===== src/rtl/rcu_define.sv =====
// Shared RCU clock-divider constants: per-channel state encodings and minimum divide ratio.
`ifndef RCU_DEFINE_SV
`define RCU_DEFINE_SV

`define RCU_CLKDIV_STATE_OFF  2'd0
`define RCU_CLKDIV_STATE_RUN  2'd1
`define RCU_CLKDIV_STATE_STOP 2'd2

`define RCU_CLKDIV_DIV_MIN    2

`endif


===== src/rtl/rcu_clkdiv_pkg.sv =====
// Types and constants shared by the RCU clock divider top and its channel slice.
`include "rcu_define.sv"

package rcu_clkdiv_pkg;

    typedef enum logic [1:0] {
        ST_OFF  = `RCU_CLKDIV_STATE_OFF,
        ST_RUN  = `RCU_CLKDIV_STATE_RUN,
        ST_STOP = `RCU_CLKDIV_STATE_STOP
    } chan_state_e;

    localparam int unsigned DIV_MIN = `RCU_CLKDIV_DIV_MIN;

endpackage


===== src/rtl/rcu_clkdiv_chan.sv =====
// One divider channel: period counter, run/stop FSM, pending-ratio register, flopped outputs.
//
//   state | meaning
//   OFF   | idle, counter held at 0, divided clock low
//   RUN   | counting, en_i high
//   STOP  | en_i dropped, finishing the current period before OFF
module rcu_clkdiv_chan
    import rcu_clkdiv_pkg::*;
#(
    parameter int unsigned DIV_WIDTH = 8,
    parameter int unsigned DIV_RST   = 2
) (
    input  logic                 clk_i,
    input  logic                 rst_n_i,
    input  logic                 en_i,
    input  logic [DIV_WIDTH-1:0] div_i,
    input  logic                 upd_req_i,
    output logic                 upd_ack_o,
    output logic                 div_clk_o,
    output logic                 clk_en_o,
    output logic                 busy_o
);

    localparam logic [DIV_WIDTH-1:0] R_RST = DIV_WIDTH'(DIV_RST);
    localparam logic [DIV_WIDTH-1:0] R_MIN = DIV_WIDTH'(DIV_MIN);
    localparam logic [DIV_WIDTH-1:0] ONE   = DIV_WIDTH'(1);

    chan_state_e          state_q, state_d;
    logic [DIV_WIDTH-1:0] cnt_q, cnt_d;
    logic [DIV_WIDTH-1:0] r_q, r_d;
    logic [DIV_WIDTH-1:0] pend_q, pend_d;
    logic                 pend_vld_q, pend_vld_d;
    logic                 div_clk_q, div_clk_d;
    logic                 clk_en_q, clk_en_d;
    logic                 ack_q, ack_d;
    logic                 busy_q, busy_d;
    logic                 wrap, load, wrap_nxt;

    assign wrap = (state_q != ST_OFF) && (cnt_q == r_q - ONE);
    assign load = pend_vld_q && ((state_q == ST_OFF) || wrap);

    always_ff @(posedge clk_i or negedge rst_n_i) begin
        if (!rst_n_i) begin
            state_q    <= ST_OFF;
            cnt_q      <= '0;
            r_q        <= R_RST;
            pend_q     <= R_RST;
            pend_vld_q <= 1'b0;
            div_clk_q  <= 1'b0;
            clk_en_q   <= 1'b0;
            ack_q      <= 1'b0;
            busy_q     <= 1'b0;
        end else begin
            state_q    <= state_d;
            cnt_q      <= cnt_d;
            r_q        <= r_d;
            pend_q     <= pend_d;
            pend_vld_q <= pend_vld_d;
            div_clk_q  <= div_clk_d;
            clk_en_q   <= clk_en_d;
            ack_q      <= ack_d;
            busy_q     <= busy_d;
        end
    end

    // A wrap consumes the pend present before this cycle's request; a new request re-arms pend.
    always_comb begin
        state_d    = state_q;
        cnt_d      = cnt_q;
        r_d        = r_q;
        pend_d     = pend_q;
        pend_vld_d = pend_vld_q;
        if (load) begin
            r_d        = pend_q;
            pend_vld_d = 1'b0;
        end
        if (upd_req_i) begin
            pend_d     = (div_i < R_MIN) ? R_MIN : div_i;
            pend_vld_d = 1'b1;
        end
        unique case (state_q)
            ST_OFF: begin
                cnt_d = '0;
                if (en_i) state_d = ST_RUN;
            end
            ST_RUN: begin
                cnt_d = wrap ? '0 : cnt_q + ONE;
                if (!en_i) state_d = ST_STOP;
            end
            ST_STOP: begin
                cnt_d = wrap ? '0 : cnt_q + ONE;
                if (en_i)      state_d = ST_RUN;
                else if (wrap) state_d = ST_OFF;
            end
            default: begin
                cnt_d   = '0;
                state_d = ST_OFF;
            end
        endcase
    end

    // Outputs are derived from next-state values so each flop shows the condition of its own cycle.
    always_comb begin
        wrap_nxt  = (state_d != ST_OFF) && (cnt_d == r_d - ONE);
        div_clk_d = (state_d != ST_OFF) && (cnt_d < (r_d >> 1));
        clk_en_d  = wrap_nxt;
        ack_d     = pend_vld_d && ((state_d == ST_OFF) || wrap_nxt);
        busy_d    = (state_d != ST_OFF);
    end

    assign upd_ack_o = ack_q;
    assign div_clk_o = div_clk_q;
    assign clk_en_o  = clk_en_q;
    assign busy_o    = busy_q;

endmodule


===== src/rtl/rcu_clkdiv.sv =====
// Multi-channel programmable clock divider: one independent divider slice per channel.
module rcu_clkdiv #(
    parameter int unsigned CHAN_NUM  = 4,
    parameter int unsigned DIV_WIDTH = 8,
    parameter int unsigned DIV_RST   = 2
) (
    input  logic                          clk_i,
    input  logic                          rst_n_i,
    input  logic [CHAN_NUM-1:0]           en_i,
    input  logic [CHAN_NUM*DIV_WIDTH-1:0] div_i,
    input  logic [CHAN_NUM-1:0]           upd_req_i,
    output logic [CHAN_NUM-1:0]           upd_ack_o,
    output logic [CHAN_NUM-1:0]           div_clk_o,
    output logic [CHAN_NUM-1:0]           clk_en_o,
    output logic [CHAN_NUM-1:0]           busy_o
);

    for (genvar k = 0; k < CHAN_NUM; k++) begin : g_chan
        rcu_clkdiv_chan #(
            .DIV_WIDTH (DIV_WIDTH),
            .DIV_RST   (DIV_RST)
        ) u_chan (
            .clk_i     (clk_i),
            .rst_n_i   (rst_n_i),
            .en_i      (en_i[k]),
            .div_i     (div_i[k*DIV_WIDTH +: DIV_WIDTH]),
            .upd_req_i (upd_req_i[k]),
            .upd_ack_o (upd_ack_o[k]),
            .div_clk_o (div_clk_o[k]),
            .clk_en_o  (clk_en_o[k]),
            .busy_o    (busy_o[k])
        );
    end

endmodule


===== config.mk =====
export PLATFORM = sky130hd
export DESIGN_NAME = rcu_clkdiv
export DESIGN_NICKNAME = d
export VERILOG_FILES = /design/src/rtl/rcu_clkdiv_pkg.sv /design/src/rtl/rcu_clkdiv_chan.sv /design/src/rtl/rcu_clkdiv.sv
export VERILOG_INCLUDE_DIRS = /design/src /design/src/rtl
export SDC_FILE = /design/constraint.sdc
export NUM_CORES = 1
export LEC_CHECK = 0
export CAP_MARGIN = 20
export CORE_MARGIN = 4
export CORE_UTILIZATION = 55
export DETAILED_ROUTE_END_ITERATION = 16
export GPL_TIMING_DRIVEN = 0
export HOLD_SLACK_MARGIN = 0.02
export PLACE_DENSITY = 0.75
export SLEW_MARGIN = 5
export SYNTH_ARGS = -nofsm -noshare
export SYNTH_HDL_FRONTEND = slang
export SYNTH_SLANG_ARGS = --single-unit
export TNS_END_PERCENT = 5

===== constraint.sdc =====
create_clock -name clk_i -period 5.19 [get_ports clk_i]
set_input_delay 1.2975 -clock clk_i [delete_from_list [all_inputs] [get_ports clk_i]]
set_output_delay 1.2975 -clock clk_i [all_outputs]
set_load 0.1 [all_outputs]

* After elaboration in Yosys (flattened, before gate mapping)
Index checks and enable logic that the tools add are counted.
W data, S select, Z words.
** Operators by class
- $add $sub $neg :: 12
- Order comparisons :: 8
- Equal/unequal tests :: 16
- Mux-type cells :: 44
- Reductions and logical operators :: 48
** Operators with widths (number)
- $mux W8 :: 16
- $eq A8 B8 Y1 :: 8
- $sub A8 B1 Y8 const B :: 8
- $add A8 B1 Y8 const B :: 4
- $lt A8 B2 Y1 const B :: 4
- $lt A8 B7 Y1 :: 4
- $mux W2 :: 16
- $pmux W2 S3 :: 4
- $logic_and A1 B1 Y1 :: 20
- $logic_not A2 Y1 :: 8
- $reduce_bool A2 Y1 :: 8
- $eq A2 B1 Y1 const B :: 4
- $eq A2 B2 Y1 const B :: 4
- $logic_or A1 B1 Y1 :: 8
- $mux W1 :: 8
- $reduce_or A2 Y1 :: 4
** Word-level totals
- Flip-flop bits (word level) :: 124
- Bits of input ports :: 42

* Logic depth before layout (Yosys ltp)
Gate-level depths: netlist (run 1).
- Word-level depth :: 11
- Depth in mapped cells :: 18
- Mapped depth without buffers :: 15

* Cells and area by module
From an unflattened synthesis (run 1), not the netlist that was laid out.
** Unflattened totals
- Cell total of the unflattened synthesis :: 918
- Area, all modules :: 9158.8 µm²
** By module, submodules not included
- rcu_clkdiv_chan at g_chan[0].u_chan ... :: instances 3, cells an instance 230, area each 2313.5 µm²
- rcu_clkdiv_chan at g_chan[1].u_chan :: instances 1, cells an instance 228, area each 2218.4 µm²

* Least setup slack after synthesis (run 1)
OpenSTA, ideal clock, no wires.
- Kind :: register -> register
- From :: register g_chan[3].u_chan.r_q[3]
- To :: register g_chan[3].u_chan.ack_q
- Setup time :: 0.078 ns
- Arrival time :: 4.064 ns
- Data required time :: 5.112 ns
- Slack :: 1.048 ns
- Cell stages (with the launch flop) :: 17
- Buffers on the path :: 3
- Period minus slack after synthesis :: 4.142 ns
- Cells stage by stage :: dfrtp_1 > buf_6 > or3_4 > o31a_1 > or4_4 > buf_6 > a211oi_1 > o21ai_1 > buf_6 > mux2i_2 > ha_1 > or3b_2 > mux2i_1 > xnor2_1 > nor4_2 > o211ai_1 > a21boi_1
** On the way
- Word-level cells in the longest chain between the ends :: 11
- Elaborated cells on any way between the ends :: 20
** Ends and longest elaborated chain
- from (decl) :: line rcu_clkdiv_chan.sv:30 : logic [DIV_WIDTH-1:0] r_q, r_d;
- from (signal assigned) :: line rcu_clkdiv_chan.sv:56 : r_q <= r_d;
- $sub A8 B1 Y8 :: line rcu_clkdiv_chan.sv:39 : assign wrap = (state_q != ST_OFF) && (cnt_q == r_q - ONE);
- $eq A8 B8 Y1 :: line rcu_clkdiv_chan.sv:39
- $logic_and A1 B1 Y1 :: line rcu_clkdiv_chan.sv:39
- $logic_or A1 B1 Y1 :: line rcu_clkdiv_chan.sv:40 : assign load = pend_vld_q && ((state_q == ST_OFF) || wrap);
- $logic_and A1 B1 Y1 :: line rcu_clkdiv_chan.sv:40
- $mux W8 :: line rcu_clkdiv_chan.sv:73 : if (load) begin
- $sub A8 B1 Y8 :: line rcu_clkdiv_chan.sv:104 : wrap_nxt = (state_d != ST_OFF) && (cnt_d == r_d - ONE);
- $eq A8 B8 Y1 :: line rcu_clkdiv_chan.sv:104
- $logic_and A1 B1 Y1 :: line rcu_clkdiv_chan.sv:104
- $logic_or A1 B1 Y1 :: line rcu_clkdiv_chan.sv:107 : ack_d = pend_vld_d && ((state_d == ST_OFF) || wrap_nxt);
- $logic_and A1 B1 Y1 * :: line rcu_clkdiv_chan.sv:107
- named net g_chan[3].u_chan.ack_d :: line rcu_clkdiv_chan.sv:35 : logic ack_q, ack_d;
- to (signal assigned) :: line rcu_clkdiv_chan.sv:61 : ack_q <= ack_d;
- to (decl) :: line rcu_clkdiv_chan.sv:35
Mark *: on every way through the listed nets, which the timed path passes. The rest lies on a longest branch.
A chain may end at the register's enable or synchronous reset.

* Worst setup path in the final report (run 1)
- From :: register g_chan[3].u_chan.r_q[2]
- To :: register g_chan[3].u_chan.ack_q
Same word-level chain as after synthesis.

==> flow_summary_export.csv, run 1 <==
group,metric,value,unit
setup_path,crit_path_max_incr_delay,660,ps
synth,syn-cell-area,8550,um^2
timing,final_max_slew_viol_count,0,
timing,fin_crit_sh,91.8,%
finish,fin_nets,1071,
clock_network,cts_resized,0,
global_routing,first_global_vias,6771,
finish,drive_above_1_share,11.7,%
timing,tightest_slew,973,ps
placed_design,post-place-ws,373,ps
finish,syn_to_final_growth,15.8,%
min_path,hold_path.startpoint,"g_chan[0].u_chan.pend_q[6]",
power,p_per_area,623,nW/um^2
timing,setup_viol,0,
timing,final-hold-violation-count,0,
setup_path,worst-r2r-setup-slack,420,ps
finish,diodes,0,
synth,synth_ff_type,"dfrtp_1",
floorplan,ioPinCount,58,
setup_path,critPathMostFrequentCell,"o211ai_1",
global_routing,grt_max_degree,79,
setup_path,worstReg2RegStart,"g_chan[3].u_chan.r_q[2]",
clock_network,postCtsSetupRepairBufs,0,
flow_run,drv_cap,0,
setup_path,crit_fanout,10,
routing,wire_per_inst,16.2,um
setup_path,slowest_stage,"o211ai_1",
synth,synth-edff-count,0,
global_routing,grt_pass1_wl,32.8,mm
routing,ant_nets,0,
timing,slew_headroom,34.9,%
finish,layout_commonest_cell,"dfrtp_1",
synth,synth_nets,997,
synth,yosysSeqAreaShare,36.4,%
power,p_leak,4.50,nW
placed_design,place.detailed.hpwl,14.4,mm
clock_network,cts_max_level,4,
global_routing,grt_antenna_before_repair,0,
finish,final_cell_mix,"116 x dfrtp_1, 84 x inv_1, 62 x nor2_1",
clock_network,clk_latency,420,ps
synth,ys_ff_latch,124,
clock_network,clockRootBuffer,"clkbuf_16",
synth,yosys_warnings,0,
power,ir_drop,0.317,mV
timing,min_period,4770,ps
placed_design,io_buffers,54,
synth,synth_cell_types,82,
placed_design,globalplace.congestion,0.890,
clock_network,cts_buffers,17,
clock_network,cts_tree,"done",
synth,synth_cells,904,
synth,syn_area_per_cell,9.46,um^2
routing,viasPerCell,5.79,
routing,dr.pass1.iters,5,
floorplan,initial_core_util,56.3,%
clock_network,clkSinkCount,124,
setup_path,path_class,"flip-flop to flip-flop",
floorplan,core_area,15200,um^2
setup_path,crit_chain,"or3_4 -> o31a_1 -> o211ai_1 -> a211oi_1 -> o21ai_1 -> buf_6 -> mux2i_2 -> ha_1 -> or3b_2 -> mux2i_1 -> xnor2_1 -> nor4_2 -> o211ai_1 -> a21boi_1",
min_path,min_path_type,"flip-flop to flip-flop",
setup_path,cp-end-kind,"flip-flop",
setup_path,cpLargestDelayFamily,"compound AO/OA/AOI/OAI gates",
finish,post-route-util,65.1,%
setup_path,crit_buf_inv,1,
global_routing,grtUsageTotal,22.7,%
timing,rsz0062_at_grt,"false",
run_status,status,"finished, final reports clean",
global_routing,grt-ovfl-total,0,
floorplan,die_area,17600,um^2
finish,nFillCells,1271,
setup_path,critPathLaunchType,"flip-flop",
setup_path,critPathLaunch,"g_chan[3].u_chan.r_q[2]",
routing,vias,6817,
timing,timing.final.ws_setup,424,ps
synth,yosys-top-cells-area,"dfrtp_1 34%, ha_1 7.5%, xnor2_1 6.1%",
floorplan,die_x,133,um
routing,wl,19.1,mm
synth,async_reset_ff_share,100,%
timing,holdWs,516,ps
synth,synth.top_cell.area_share,33.9,%
floorplan,die_h,133,um
clock_network,postCtsHoldBufs,0,
routing,drc_errors,0,
floorplan,rows,45,
synth,synth_area_leader_cell,"dfrtp_1",
clock_network,clk_pin_slew,60,ps
routing,drtIter0Drc,498,
timing,maxClockFrequency,210,MHz
setup_path,required,5530,ps
timing,skew,10.8,ps
clock_network,max-clock-path-buffers,2,
setup_path,cp.arrival,5110,ps
==> cells by family after synthesis <==
kind of cell / Yosys count / share of synthesized area, %
AND/OR/NAND/NOR: 260 / 16.1
AO/OA/AOI/OAI: 180 / 14.9
buffers and inverters: 127 / 6.70
flip-flops: 124 / 36.4
XOR/XNOR: 104 / 11.2
multiplexers: 58 / 7.24
adder cells (fa/ha/maj): 51 / 7.46
==> flip-flops by register name, summed over array words and instances, names as in the netlist <==
| signal | count |
|---|---|
| g_chan.u_chan.cnt_q | 32 |
| g_chan.u_chan.pend_q | 32 |
| g_chan.u_chan.r_q | 32 |
| g_chan.u_chan.state_q | 8 |
| g_chan.u_chan.busy_o | 4 |
| g_chan.u_chan.clk_en_o | 4 |
| g_chan.u_chan.div_clk_o | 4 |
| g_chan.u_chan.pend_vld_q | 4 |
| g_chan.u_chan.upd_ack_o | 4 |
==> through the flow <==
step / TNS, ps / instance area (um^2) / power [mW] / std cells
detailed placement: 0 / 9360 / 5.03 / 1147
global route: 0 / 9900 / 6.64 / 1178
floorplan: 0 / 8550 / 4.26 / 904
global placement: -241030 / 9330 / 4.97 / 1146
finish: 0 / 9900 / 6.16 / 1178
CTS: 0 / 9890 / 6.16 / 1178
==> per-layer routing <==
metal	track usage [%]	vias to the layer above	part of all wire [%]
met1	31.0	3300	47
met2	37.7	162	48
met4	6.41	0	1.2
met5	0	-	0
met3	3.61	19	3.8
li1	-	3336	-
==> layout make-up <==
type,instances,area (um^2),share of cell area (%)
Clock inverter,9,72.6,0.733
Buffer,43,258,2.60
Sequential cell,124,3110,31.4
Timing Repair Buffer,55,569,5.75
Multi-Input combinational cell,653,4870,49.2
Inverter,84,315,3.18
Tap cell,188,235,2.38
Clock buffer,22,464,4.69
==> worst paths after layout <==
| check | to | cells past startpoint |
|---|---|---|
| max in group asynchronous | g_chan[1].u_chan.r_q[1] | 2 |
| hold reg to reg | g_chan[0].u_chan.pend_q[6] | 1 |
| setup reg to reg | g_chan[3].u_chan.upd_ack_o | 14 |
| min in group asynchronous | g_chan[0].u_chan.r_q[3] | 1 |
| hold / removal | g_chan[0].u_chan.pend_q[6] | 1 |
| setup / recovery | g_chan[3].u_chan.upd_ack_o | 14 |
==> cell usage after synthesis, types with 17 or more instances <==
cell type  instances
buf_4             17
nor3_1            19
xnor2_1           60
inv_1             84
mux2_2            25
o21ai_0           36
nand2_1           44
a21oi_1           30
ha_1              51
nand3_1           28
xor2_1            41
clkbuf_1          20
dfrtp_1          116
nor2_1            62
mux2i_1           31
==> power by group <==
part	total (mW)	internal [mW]	switching (mW)	leakage, nW
clock network	1.09	0.673	0.417	0.269
logic	3.54	1.43	2.11	2.70
registers	1.53	1.26	0.274	1.53
No activity file was read; power rests on OpenSTA's default activity.
==> inputs of run 2 (changes only) <==
- SYNTH_HIERARCHICAL: not set -> 1
==> flow_summary_export.csv, run 2 <==
group,metric,value,unit
run_status,status,"finished, final reports clean",
routing,dr.pass1.iters,5,
setup_path,path_class,"flip-flop to flip-flop",
synth,syn_area_per_cell,9.98,um^2
setup_path,critPathLaunchType,"flip-flop",
synth,synth_area_leader_cell,"dfrtp_1",
power,p_leak,4.83,nW
setup_path,cp.arrival,4730,ps
floorplan,die_area,18800,um^2
clock_network,clkSinkCount,124,
finish,final_cell_mix,"116 x dfrtp_1, 98 x inv_1, 56 x nor2_1",
routing,drc_errors,0,
setup_path,worstReg2RegStart,"g_chan[1].u_chan/r_q[0]",
timing,tightest_slew,984,ps
clock_network,cts_tree,"done",
setup_path,crit_cells,17,
global_routing,grtUsageTotal,22.1,%
floorplan,core_area,16100,um^2
floorplan,rows,46,
synth,synth.most_common_cell,"dfrtp_1",
setup_path,cp-end-kind,"flip-flop",
routing,drtIter0Drc,532,
clock_network,postCtsSetupRepairBufs,0,
finish,drive_above_1_share,17.3,%
min_path,min_path_type,"flip-flop to flip-flop",
setup_path,crit_chain,"inv_1 -> ha_1 -> xnor2_1 -> or3_1 -> o31ai_2 -> nand2_4 -> mux2_2 -> inv_1 -> ha_1 -> xor2_1 -> nand3b_1 -> and3_1 -> mux2i_1 -> o211ai_1 -> a211oi_1 -> o2111ai_1 -> a211oi_2",
setup_path,slowest_stage,"dfrtp_1",
routing,viasPerCell,5.79,
synth,yosys-top-cells-count,"116 x dfrtp_1, 98 x inv_1, 56 x nor2_1",
min_path,hold_end,"g_chan[1].u_chan/pend_q[7]",
synth,synth-edff-count,0,
timing,final_max_slew_viol_count,0,
timing,rsz0062_at_grt,"false",
placed_design,globalplace.congestion,0.879,
finish,layout_commonest_cell,"dfrtp_1",
finish,diodes,0,
clock_network,clockRootBuffer,"clkbuf_16",
timing,skew,8.77,ps
routing,ant_nets,0,
clock_network,cts_resized,0,
floorplan,initial_core_util,56.8,%
timing,slew_headroom,34.2,%
clock_network,clk_latency,420,ps
synth,yosys_warnings,6,
floorplan,die_x,137,um
setup_path,crit_fanout,10,
timing,maxClockFrequency,227,MHz
power,ir_drop,0.432,mV
synth,yosys-top-cells-area,"dfrtp_1 32%, ha_1 7.1%, xnor2_1 4.5%",
global_routing,grt_antenna_before_repair,0,
routing,wire_per_inst,16.2,um
timing,min_period,4400,ps
synth,synth_cell_types,88,
synth,syn-cell-area,9160,um^2
timing,setup_viol,0,
finish,syn_to_final_growth,15.3,%
power,p_per_area,634,nW/um^2
floorplan,die_h,137,um
setup_path,cpLargestDelayFamily,"compound AO/OA/AOI/OAI gates",
synth,synth_nets,1012,
synth,yosysSeqAreaShare,34.0,%
setup_path,required,5530,ps
global_routing,grt_max_degree,94,
clock_network,cts_max_level,4,
clock_network,max-clock-path-buffers,2,
clock_network,cts_buffers,17,
min_path,hold_path.startpoint,"g_chan[1].u_chan/pend_q[7]",
global_routing,grt_pass1_wl,33.0,mm
timing,fin_crit_sh,84.7,%
global_routing,first_global_vias,6891,
finish,nFillCells,1305,
setup_path,worst-r2r-setup-slack,790,ps
flow_run,drv_cap,0,
timing,final-hold-violation-count,0,
placed_design,io_buffers,56,
finish,fin_nets,1088,
setup_path,worst_r2r_path_depth,17,
finish,fin_area,10600,um^2
placed_design,placed_cell_area,10000,um^2
synth,ys_ff_latch,124,
routing,vias,7076,
setup_path,crit_buf_inv,2,
clock_network,clk_pin_slew,60,ps
synth,async_reset_ff_share,100,%
setup_path,r2r_end,"g_chan[1].u_chan/clk_en_o",
placed_design,place.detailed.hpwl,15.1,mm
routing,wl,19.8,mm
power,fin_total_pwr,6.70,mW
synth,synth.top_cell.area_share,31.7,%
floorplan,ioPinCount,58,
synth,synth_cells,918,
setup_path,crit_path_max_incr_delay,480,ps
synth,synth_ff_type,"dfrtp_1",
global_routing,grt-ovfl-total,0,
clock_network,postCtsHoldBufs,0,
min_path,worstHoldPathCells,1,
finish,top_regs,"g_chan.u_chan/cnt_q: 32 flops, g_chan.u_chan/pend_q: 32 flops, g_chan.u_chan/r_q: 32 flops",
run 2: area by class of cell:
type / instances / area (um^2) / share of cell area [%]
clock buffers: 19 / 453 / 4.29
clock inverters: 13 / 92.6 / 0.876
repair buffers: 57 / 589 / 5.58
well taps: 216 / 270 / 2.56
inverters: 98 / 368 / 3.48
flip-flops and latches: 124 / 3110 / 29.5
plain buffers: 22 / 200 / 1.90
multi-input cells: 674 / 5480 / 51.9
run 2: logic make-up (layout without fill, tap and decap cells):
| logic type | count (synthesis) | count (layout) | share of synthesized area (%) |
|---|---|---|---|
| AOI/OAI and AO/OA | 209 | 209 | 17.9 |
| DFF | 124 | 124 | 34.0 |
| and+or+nand+nor | 272 | 272 | 18.1 |
| muxes | 58 | 58 | 7.80 |
| xor gates and xnor gates | 83 | 83 | 8.84 |
| adders and majority gates | 52 | 52 | 7.10 |
| buffers and inverters | 120 | 209 | 6.20 |
run 2: worst register-to-register path, delay by kind of cell, from the launching register on:
family	cells	cell delay, ps
and+or+nand+nor	4	960
AOI/OAI and AO/OA	5	1340
DFF	1	480
xor gates and xnor gates	2	300
muxes	2	480
adders and majority gates	2	580
buffers and inverters	2	200
run 2: worst max-delay path by stage:
stage                                  startpoint                        end  slack, ps
after CTS                 g_chan[1].u_chan/r_q[1]  g_chan[1].u_chan/clk_en_o        870
after global placement                    rst_n_i    g_chan[2].u_chan/r_q[3]      -2070
after floorplan           g_chan[1].u_chan/r_q[1]  g_chan[1].u_chan/clk_en_o       1430
after global routing      g_chan[1].u_chan/r_q[1]  g_chan[1].u_chan/clk_en_o        540
after detailed placement  g_chan[1].u_chan/r_q[1]  g_chan[1].u_chan/clk_en_o        940
final                     g_chan[1].u_chan/r_q[0]  g_chan[1].u_chan/clk_en_o        790
run 2: metrics by stage:
step                      instances  hold slack (ps)  utilization [%]  TNS [ps]  worst slack (ps)
final                          1223              515             65.6         0               792
after global routing           1223              534             65.6         0               539
after CTS                      1223              516             65.6         0               870
after detailed placement       1191              502             62.2         0               938
after global placement         1190              494             62.0   -242340             -2070
after floorplan                 918              480                -         0              1430
run 2: report_power, final:
part / internal [mW] / switching, mW
clock network: 0.634 / 0.441
registers: 1.26 / 0.347
logic: 1.69 / 2.33
total: 3.58 / 3.11
run 2: layer usage:
| metal | GRT usage (%) | vias up | share of wire, % |
|---|---|---|---|
| met3 | 4.89 | 16 | 4.2 |
| li1 | - | 3492 | - |
| met5 | 0 | - | 0 |
| met2 | 37.2 | 163 | 49 |
| met1 | 29.1 | 3405 | 46 |
| met4 | 5.21 | 0 | 0.97 |
